<file path="src/rtl/lane_stripe_ctrl.sv">
// Round-robin byte striper for the PCIe TX lanes.
// Owns the shared lane selector; pads partial stripes on flush.
module lane_stripe_ctrl #(
  parameter int LANES = 4,
  parameter int WIDTH = 8,
  parameter logic [WIDTH-1:0] PAD_BYTE = 8'hF7,
  localparam int SW = (LANES > 1) ? $clog2(LANES) : 1
) (
  input  logic               clk,
  input  logic               reset,
  input  logic [WIDTH-1:0]   in_data,
  input  logic               in_valid,
  output logic               in_ready,
  input  logic               flush,
  input  logic [LANES-1:0]   lane_full,
  output logic [LANES*WIDTH-1:0] lane_data,
  output logic [LANES-1:0]   lane_valid,
  output logic [SW-1:0]      sel,
  output logic               stripe_done,
  output logic [15:0]        stripe_cnt,
  output logic               busy
);

  typedef enum logic [1:0] {
    IDLE,
    STRIPE,
    PAD
  } state_t;

  state_t state;

  logic             accept;
  logic             pad_wr;
  logic             wr;
  logic             wrap;
  logic [SW-1:0]    sel_nxt;
  logic [WIDTH-1:0] wr_byte;

  assign in_ready = reset && (state != PAD) && !lane_full[sel];
  assign accept   = in_valid && in_ready;
  assign pad_wr   = (state == PAD) && !lane_full[sel];
  assign wr       = accept || pad_wr;
  assign wr_byte  = pad_wr ? PAD_BYTE : in_data;
  assign sel_nxt  = sel + 1'b1;
  assign wrap     = (sel_nxt == '0);
  assign busy     = (state != IDLE);

  always_ff @(posedge clk or negedge reset) begin
    if (!reset) begin
      state       <= IDLE;
      sel         <= '0;
      lane_data   <= '0;
      lane_valid  <= '0;
      stripe_done <= 1'b0;
      stripe_cnt  <= '0;
    end else begin
      for (int k = 0; k < LANES; k++) begin
        lane_valid[k] <= wr && (sel == SW'(k));
        lane_data[k*WIDTH +: WIDTH] <=
          (wr && (sel == SW'(k))) ? wr_byte : '0;
      end
      stripe_done <= wr && (sel == SW'(LANES-1));
      if (wr) begin
        sel <= sel_nxt;
        if (sel == SW'(LANES-1))
          stripe_cnt <= stripe_cnt + 16'd1;
      end
      // A byte accepted alongside flush lands first; padding covers the rest
      if (accept) begin
        if (wrap)
          state <= IDLE;
        else if (flush && state == STRIPE)
          state <= PAD;
        else
          state <= STRIPE;
      end else if (pad_wr) begin
        state <= wrap ? IDLE : PAD;
      end else if (flush && state == STRIPE) begin
        state <= PAD;
      end
    end
  end

endmodule

</file>
<file path="config.mk">
export PLATFORM = sky130hd
export DESIGN_NAME = lane_stripe_ctrl
export DESIGN_NICKNAME = d
export VERILOG_FILES = /design/src/rtl/lane_stripe_ctrl.sv
export SDC_FILE = /design/constraint.sdc
export NUM_CORES = 1
export LEC_CHECK = 0
export CAP_MARGIN = 20
export CELL_PAD_IN_SITES_DETAIL_PLACEMENT = 1
export CELL_PAD_IN_SITES_GLOBAL_PLACEMENT = 1
export CORE_MARGIN = 5
export CORE_UTILIZATION = 37
export CTS_BUF_LIST = sky130_fd_sc_hd__clkbuf_16
export DETAILED_ROUTE_END_ITERATION = 10
export PLACE_DENSITY = 0.82
export SYNTH_ARGS = -nofsm -noshare
export SYNTH_HDL_FRONTEND = slang
export SYNTH_SLANG_ARGS = --single-unit
export TNS_END_PERCENT = 20
</file>
<file path="constraint.sdc">
create_clock -name clk -period 2.7 [get_ports clk]
set_input_delay 0.54 -clock clk [delete_from_list [all_inputs] [get_ports clk]]
set_output_delay 0.54 -clock clk [all_outputs]
set_load 0.01 [all_outputs]
</file>
* Word level (Yosys, flattened, before mapping) *
Cells that the tools add are included.

storage, ports and cells
  word-level logic and storage cells = 44
  flip-flop bits (word level) = 57

operators by class
  multiplexer cells = 13
  eq/ne operators = 6
  add/subtract/negate cells = 2
  magnitude comparators = 1
  reduce and logical (&&, ||, !) cells = 16

operators by type and width
  operator                                                    number
  two-way mux 8 bit                                           5
  adder 16 x 1 -> 16 bit, second input constant               1
  two-way mux 2 bit                                           6
  logical AND 1 bit                                           9
  == test 2 bit, second input constant                        3
  == test 2 x 1 -> 1 bit, second input constant               2
  zero test 2 bit                                             2
  less-than comparator 2 x 3 -> 1 bit, second input constant  1
  nonzero test 3 bit                                          1
  adder 2 x 1 -> 2 bit, second input constant                 1
  binary-select mux 1 bit (select 2 bit)                      1
  inequality test 2 bit, second input constant                1
  AND reduction 2 bit                                         1
  nonzero test 2 bit                                          1
  zero test 1 bit                                             1
  logical OR 1 bit                                            1
  two-way mux 1 bit                                           1

* Logic depth before layout (Yosys ltp) *
Gate-level depths: netlist of run 1.

  word-level depth = 8
  mapped depth = 5
  gate-level depth less buffers = 5

* Worst setup path before layout of run 1 *
No wires, ideal clock.

  path kind = input to register
  from = in lane_full[3]
  to = reg stripe_cnt[14]
  slack = 788 ps
  stages = 5
  required time = 2,620 ps
  buffers on the path = 1
  library setup time = 80 ps
  data arrival time = 1,832 ps
  cells stage by stage = mux4_2 buf_6 a211o_1 nor4_2 xnor2_1

between the ends
  word-level cells in the longest chain between the ends = 7
  elaborated cells between the ends (all ways) = 8
  classes of those cells = mux (2); reduce/logical (6)

RTL lines
  item                                         line    RTL
  start: declaration                           15      input logic [LANES-1:0] lane_full,
  binary-select mux 1 bit (select 2 bit) (*)   39, 41
  two-way mux 1 bit (not written as such) (*)  39, 41
  zero test 1 bit (*)                          39, 41
  logical AND 1 bit                            39      assign in_ready = reset && (state != PAD) && !lane_full[sel];
  logical AND 1 bit                            40      assign accept = in_valid && in_ready;
  logical OR 1 bit (*)                         42      assign wr = accept || pad_wr;
  AND reduction 2 bit (no line) (*)            n/a
  end signal: assignment                       66      stripe_cnt <= stripe_cnt + 16'd1;
  end: declaration                             20      output logic [15:0] stripe_cnt,

Mark *: on every way between the ends. The rest lies on a longest branch, timed or not. The select of a mux whose other input is x is not followed.
A chain may end at the register's enable or synchronous reset.

* Worst setup path in the final report of run 1 *
Same ends and word-level chain as after synthesis.

==> impl_metrics.py, run 1 <==
metrics = {
    "worst_setup_path": {
        "start_kind": "input pin",
        "r2r_end": "stripe_cnt[14]",
        "crit_buf_inv": 2,
        "path_class": "in -> reg",
        "crit_family": "buffers and inverters",
        "crit_path_top_delay_cell": "mux4_2",
        "crit_cells": 6,
        "arrival_ps": 2480,
        "crit_path_max_incr_delay_ps": 470,
        "crit_chain": "clkdlybuf4s50_1, mux4_2, buf_4, a211o_1, nor4_2, xnor2_1",
        "critPathMaxFanout": 9,
        "worst-endpoint-required_ps": 2910,
        "reg2reg_slack_ps": 560,
        "end_kind": "flop",
        "rr_worst_depth": 5,
        "r2r-start": "sel[0]",
    },
    "yosys": {
        "syn-num-nets": 199,
        "synth-seq-area-share_pct": 65.57,
        "avgSynthCellArea_um2": 12.01,
        "synth_ff_type": "dfrtp_1",
        "yosysUniqueCellTypes": 32,
        "async_flop_share_pct": 100.0,
        "synth_top_family_by_area": "simple AND/OR/NAND/NOR gates",
        "yosys.area_share.simple_pct": 15.93,
        "yosysMostFrequentCell": "dfrtp_1",
        "synthTopCellsByArea": "dfrtp_1, nor2_1, xnor2_1",
        "muxShareOfSynthArea_pct": 1.581,
        "synth_top_area_share_pct": 65.57,
        "ys_seq_elements": 56,
        "synthAdderAreaFrac_pct": 2.927,
        "synth_edf_count": 0,
        "syn_area_um2": 2137,
        "synthTopCellsByCount": "dfrtp_1, nor2_1, nand2_1",
        "yosysTopAreaCell": "dfrtp_1",
        "yosysWarnings": 0,
        "postSynthCellCount": 178,
        "synth_xor_area_share_pct": 6.557,
        "synth_compound_area_share_pct": 4.742,
    },
    "timing": {
        "rsz0062_at_grt": "no",
        "fin_worst_skew_ps": 4.720,
        "setup-violations-final": 0,
        "relSlewSlack_pct": 63.31,
        "worst_pin_slew_ps": 550.3,
        "period_share_pct": 83.81,
        "hold_violations": 0,
        "fmax_ghz": 0.4419,
        "fin_crit_ps": 2263,
        "setup_tns_ps": 0,
        "final_max_slew_viol_count": 0,
    },
    "die": {
        "initial_utilization_pct": 38.34,
        "io_pins": 73,
        "fp.dieH_um": 86,
        "num_rows": 27,
        "die_area_um2": 7396,
        "die_width_um": 86,
        "core_um2": 5574,
    },
    "place": {
        "hpwl_mm": 3.980,
        "gp_congestion": 0.7438,
        "placed_area_um2": 2945,
        "port_buffers": 72,
    },
    "cts": {
        "numCtsBuffers": 5,
        "cts-root-buf": "clkbuf_16",
        "post_cts_resized": 0,
        "cts_tree": "yes",
        "cts_buffer_depth": 2,
        "ctsHoldBuffers": 0,
        "cts_sinks": 56,
        "post_cts_buffers": 0,
        "cts.clk_slew.worst_paths_ps": 70,
        "cts_htree_levels": 2,
        "clk_latency_ps": 300,
    },
    "detailed_routing": {
        "vias_per_cell": 4.761,
        "wl_per_cell_um": 16.30,
        "drt-total-wl_mm": 5.379,
        "drc": 0,
        "drt_iter0_drc": 71,
        "ant_nets": 0,
        "dr.pass1.iters": 4,
        "dr_total_vias": 1571,
    },
    "final_layout": {
        "fin_util_pct": 55.89,
        "fin_area_um2": 3115,
        "antennaDiodeCount": 0,
        "num-nets-final": 278,
        "drive_gt1_share_pct": 7.752,
        "area_growth_pct": 45.78,
    },
    "run_status": {
        "outcome": "completed",
    },
    "power_and_ir_drop": {
        "powerDensity_nw_per_um2": 893.7,
        "ir_drop_mv": 0.4854,
        "leakagePower_nw": 1.430,
    },
    "grt": {
        "antenna_found_initial": 0,
        "grt_pass1_vias": 1684,
        "track_usage_pct": 15.82,
        "grt_pass1_wl_mm": 8.838,
        "grt_overflow": 0,
        "grt_max_degree": 46,
    },
    "worst_hold_path": {
        "hold_class": "in -> async",
    },
    "run": {
        "max_cap_violations": 0,
    },
}
stage by stage:
stage	total power [W]	cells	setup slack, ps	hold WS [ps]
2_1_floorplan	0.001576	178	788.0	244.4
3_3_place_gp	0.002050	322	96.56	448.6
3_5_place_dp	0.002088	322	73.50	456.6
4_1_cts	0.002826	330	78.40	136.9
5_1_grt	0.002946	330	306.9	148.9
6_report	0.002784	330	437.1	130.5
how the worst max path moves through the flow:
stage	startpoint	end	slack, ps
floorplan	lane_full[3]	stripe_cnt[14]	790
global placement	lane_full[3]	in_ready	100
detailed placement	lane_full[0]	in_ready	70
CTS	lane_full[0]	in_ready	80
global route	lane_full[3]	lane_data[0]	310
finish	lane_full[3]	stripe_cnt[14]	440
cells by family (layout without fill, tap and decap cells):
group                      after synthesis  count (layout)
AOI/OAI and AO/OA                       10              10
buffers and inverters                   12              92
and+or+nand+nor                         77              77
muxes                                    2               2
xor gates and xnor gates                16              16
adders and majority gates                5               5
DFF                                     56              56
final cells by class:
| cell class | instances | area (um2) |
|---|---|---|
| Clock buffer | 5 | 125.1 |
| Clock inverter | 3 | 42.54 |
| Fill cell | 603 | 2459 |
| Inverter | 8 | 30.03 |
| Multi-Input combinational cell | 110 | 678.2 |
| Sequential cell | 56 | 1401 |
| Tap cell | 72 | 90.09 |
| Timing Repair Buffer | 76 | 748.2 |
registers in the layout, indices dropped and copies added (netlist names):
signal,cells
stripe_cnt,16
lane_data,32
state,2
lane_valid,4
sel,2
placed cells by master (no fill, tap or decap), drive strengths merged, types with 2 or more instances in the layout:
cell type and n:
nand2 13, nand3 3, ha 5, o21ai 2
a211o 2, clkdlybuf4s50 70, inv 8, clkinv 2
clkbuf 5, a21oi 3, nor3 3, xor2 7
nor4 2, xnor2 9, nand4 4, dfrtp 56
nor2 45, buf 5, and4 2
per-layer routing:
layer	vias up	routed length, um	track usage [%]
met3	6	269	3.746
met5	-	0	0
li1	734	-	-
met2	39	2823	26.91
met1	792	2197	19.19
met4	0	89	6.475
worst register-to-register path: cells and delay by family, from the launching register on:
kind                      cells  cell delay [ps]
muxes                         1              540
DFF                           1              450
and+or+nand+nor               1              370
AOI/OAI and AO/OA             1              340
buffers and inverters         1              190
xor gates and xnor gates      1              160
power breakdown:
group | total [W] | switching [W] | internal (W)
Sequential | 0.00113 | 0.000132 | 0.000998
Combinational | 0.000928 | 0.000471 | 0.000457
Clock | 0.000726 | 0.000289 | 0.000436
Note: power is estimated with default switching activity, not from simulation.
==> run 2: changes to the inputs <==
- CORE_UTILIZATION: 37 -> 34
- PLACE_DENSITY: 0.82 -> 0.76
- clock period: 2.7 -> 2.3 ns (I/O delays scaled with it)
==> run 2 against run 1 <==
  * Register-to-register slack got worse by 220 ps
  * First-iteration DRC count fell by 41%
  * Clock-buffer cell count did not move
  * Critical endpoint is now in_ready
  * Highest routed layer unchanged
==> impl_metrics.py, run 2 (synthesis gave the netlist of run 1 again) <==
metrics = {
    "final_layout": {
        "area_growth_pct": 46.84,
        "biggestRegsByFlops": "lane_data x32, stripe_cnt x16, lane_valid x4",
        "largest_reg_flops": 32,
        "drive_gt1_share_pct": 9.091,
        "final_cell_count_no_fill": 339,
        "ff_latch_area_um2": 1401,
        "regMostFlops": "lane_data",
        "layout_commonest_cell": "clkdlybuf4s50_1",
        "num-nets-final": 284,
        "antennaDiodeCount": 0,
        "layout_common_cells": "clkdlybuf4s50_1, dfrtp_1, nor2_1",
        "fin_util_pct": 52.08,
        "n_fill_cell": 655,
        "multiInputGateArea_um2": 678.2,
    },
    "cts": {
        "numCtsBuffers": 5,
        "cts_buffer_depth": 2,
        "cts-root-buf": "clkbuf_16",
        "cts_htree_levels": 2,
        "cts_tree": "yes",
        "clk_latency_ps": 290,
        "cts_sinks": 56,
        "cts.clk_slew.worst_paths_ps": 70,
        "post_cts_buffers": 0,
    },
    "worst_hold_path": {
        "hold_class": "reg -> reg",
    },
    "die": {
        "initial_utilization_pct": 35.47,
        "core_um2": 6026,
        "io_pins": 73,
        "fp.dieH_um": 89.28,
        "num_rows": 28,
        "die_width_um": 89.28,
        "die_area_um2": 7971,
    },
    "place": {
        "dp_cells": 330,
        "port_buffers": 72,
        "hpwl_mm": 4.229,
        "gp_congestion": 0.7876,
    },
    "timing": {
        "final_max_slew_viol_count": 0,
        "setup-violations-final": 0,
        "worst_pin_slew_ps": 677.7,
        "period_share_pct": 97.13,
        "timing.hold.ws_ps": 484.9,
        "fin_crit_ps": 2234,
        "setup_tns_ps": 0,
        "rsz0062_at_grt": "no",
        "fmax_ghz": 0.4476,
        "fin_worst_skew_ps": 4.586,
        "relSlewSlack_pct": 54.82,
        "hold_violations": 0,
    },
    "grt": {
        "grt_overflow": 0,
        "track_usage_pct": 15.21,
        "grt_pass1_wl_mm": 9.101,
        "antenna_found_initial": 0,
        "grt_pass1_vias": 1734,
        "grt_max_degree": 55,
    },
    "detailed_routing": {
        "vias_per_cell": 4.714,
        "drt-total-wl_mm": 5.633,
        "drt_iter0_drc": 42,
        "drc": 0,
        "wl_per_cell_um": 16.62,
        "ant_nets": 0,
        "dr.pass1.iters": 4,
        "dr_total_vias": 1598,
    },
    "worst_setup_path": {
        "start_kind": "input pin",
        "path_class": "in -> out",
        "crit_buf_inv": 2,
        "crit_chain": "clkdlybuf4s50_1, mux4_2, nor2_1, clkdlybuf4s15_1",
        "critPathMaxFanout": 2,
        "worst-endpoint-required_ps": 1840,
        "crit_path_top_delay_cell": "mux4_2",
        "arrival_ps": 1770,
        "end_kind": "output pin",
        "crit_family": "buffers and inverters",
        "crit_path_max_incr_delay_ps": 480,
    },
    "power_and_ir_drop": {
        "power_w": 0.003215,
        "leakagePower_nw": 1.438,
        "powerDensity_nw_per_um2": 1024,
        "ir_drop_mv": 0.5602,
    },
    "run": {
        "max_cap_violations": 0,
    },
    "run_status": {
        "outcome": "completed",
    },
}
==> run 2: cell types whose count changed in the layout (fill, tap and decap cells not counted), sizes merged <==
cell	change
dlygate4sd3	+1
clkdlybuf4s15	+1
bufinv	-1
clkinv	-1
inv	+2
buf	+5
dlymetal6s2s	-1
==> run 2: repair_timing <==
item,CTS,global route
hold buffers,1,0
gates resized for setup,1,1
hold endpoints to repair,2,0
endpoints found under the setup margin,1,1
==> run 2: cell type report <==
cell class                      count  area share (%)
Sequential cell                    56           44.66
Timing Repair Buffer               82           25.28
Multi-Input combinational cell    110           21.61
Clock buffer                        5           3.987
Tap cell                           75           2.990
Inverter                            8          0.9569
Clock inverter                      3          0.5183
==> run 2: worst register-to-register path, stage by stage (launching register included) <==
cell	delay, ps
dfrtp_1	370
mux4_2	520
buf_4	190
a2111oi_4	440
nand4_1	170
xnor2_1	150
==> run 2: path summary, 6_finish.rpt <==
kind,startpoint,to,slack (ps),cells after the start
setup / recovery,lane_full[2],in_ready,70,4
max in group asynchronous,reset,stripe_cnt[3],920,3
min in group asynchronous,reset,state[1],510,2
hold / removal,stripe_cnt[15],stripe_cnt[15],480,1
hold reg to reg,stripe_cnt[15],stripe_cnt[15],480,1
setup reg to reg,sel[0],stripe_cnt[6],340,5
==> run 2: power breakdown <==
group          switching, W  leakage [nW]  total, W  internal [W]
Clock              0.000328        0.0764  0.000726      0.000398
Sequential         0.000142         0.745   0.00131       0.00117
Combinational      0.000589         0.617   0.00117      0.000585
Total               0.00106          1.44   0.00321       0.00216
==> run 2: metrics by stage <==
| step | area (um2) | setup WS (ps) |
|---|---|---|
| 4_1_cts | 3137 | 13.61 |
| 3_5_place_dp | 2987 | -262.3 |
| 5_1_grt | 3138 | 6.289 |
| 2_1_floorplan | 2137 | 410.0 |
| 3_3_place_gp | 2987 | -243.3 |
| 6_report | 3138 | 66.10 |
==> run 2: routing by layer <==
metal | vias up | track usage (%) | routed length (um)
li1 | 747 | - | -
met1 | 810 | 19.23 | 2368
met2 | 35 | 26.72 | 2954
met3 | 6 | 2.857 | 226
met4 | 0 | 3.924 | 82
met5 | - | 0 | 0
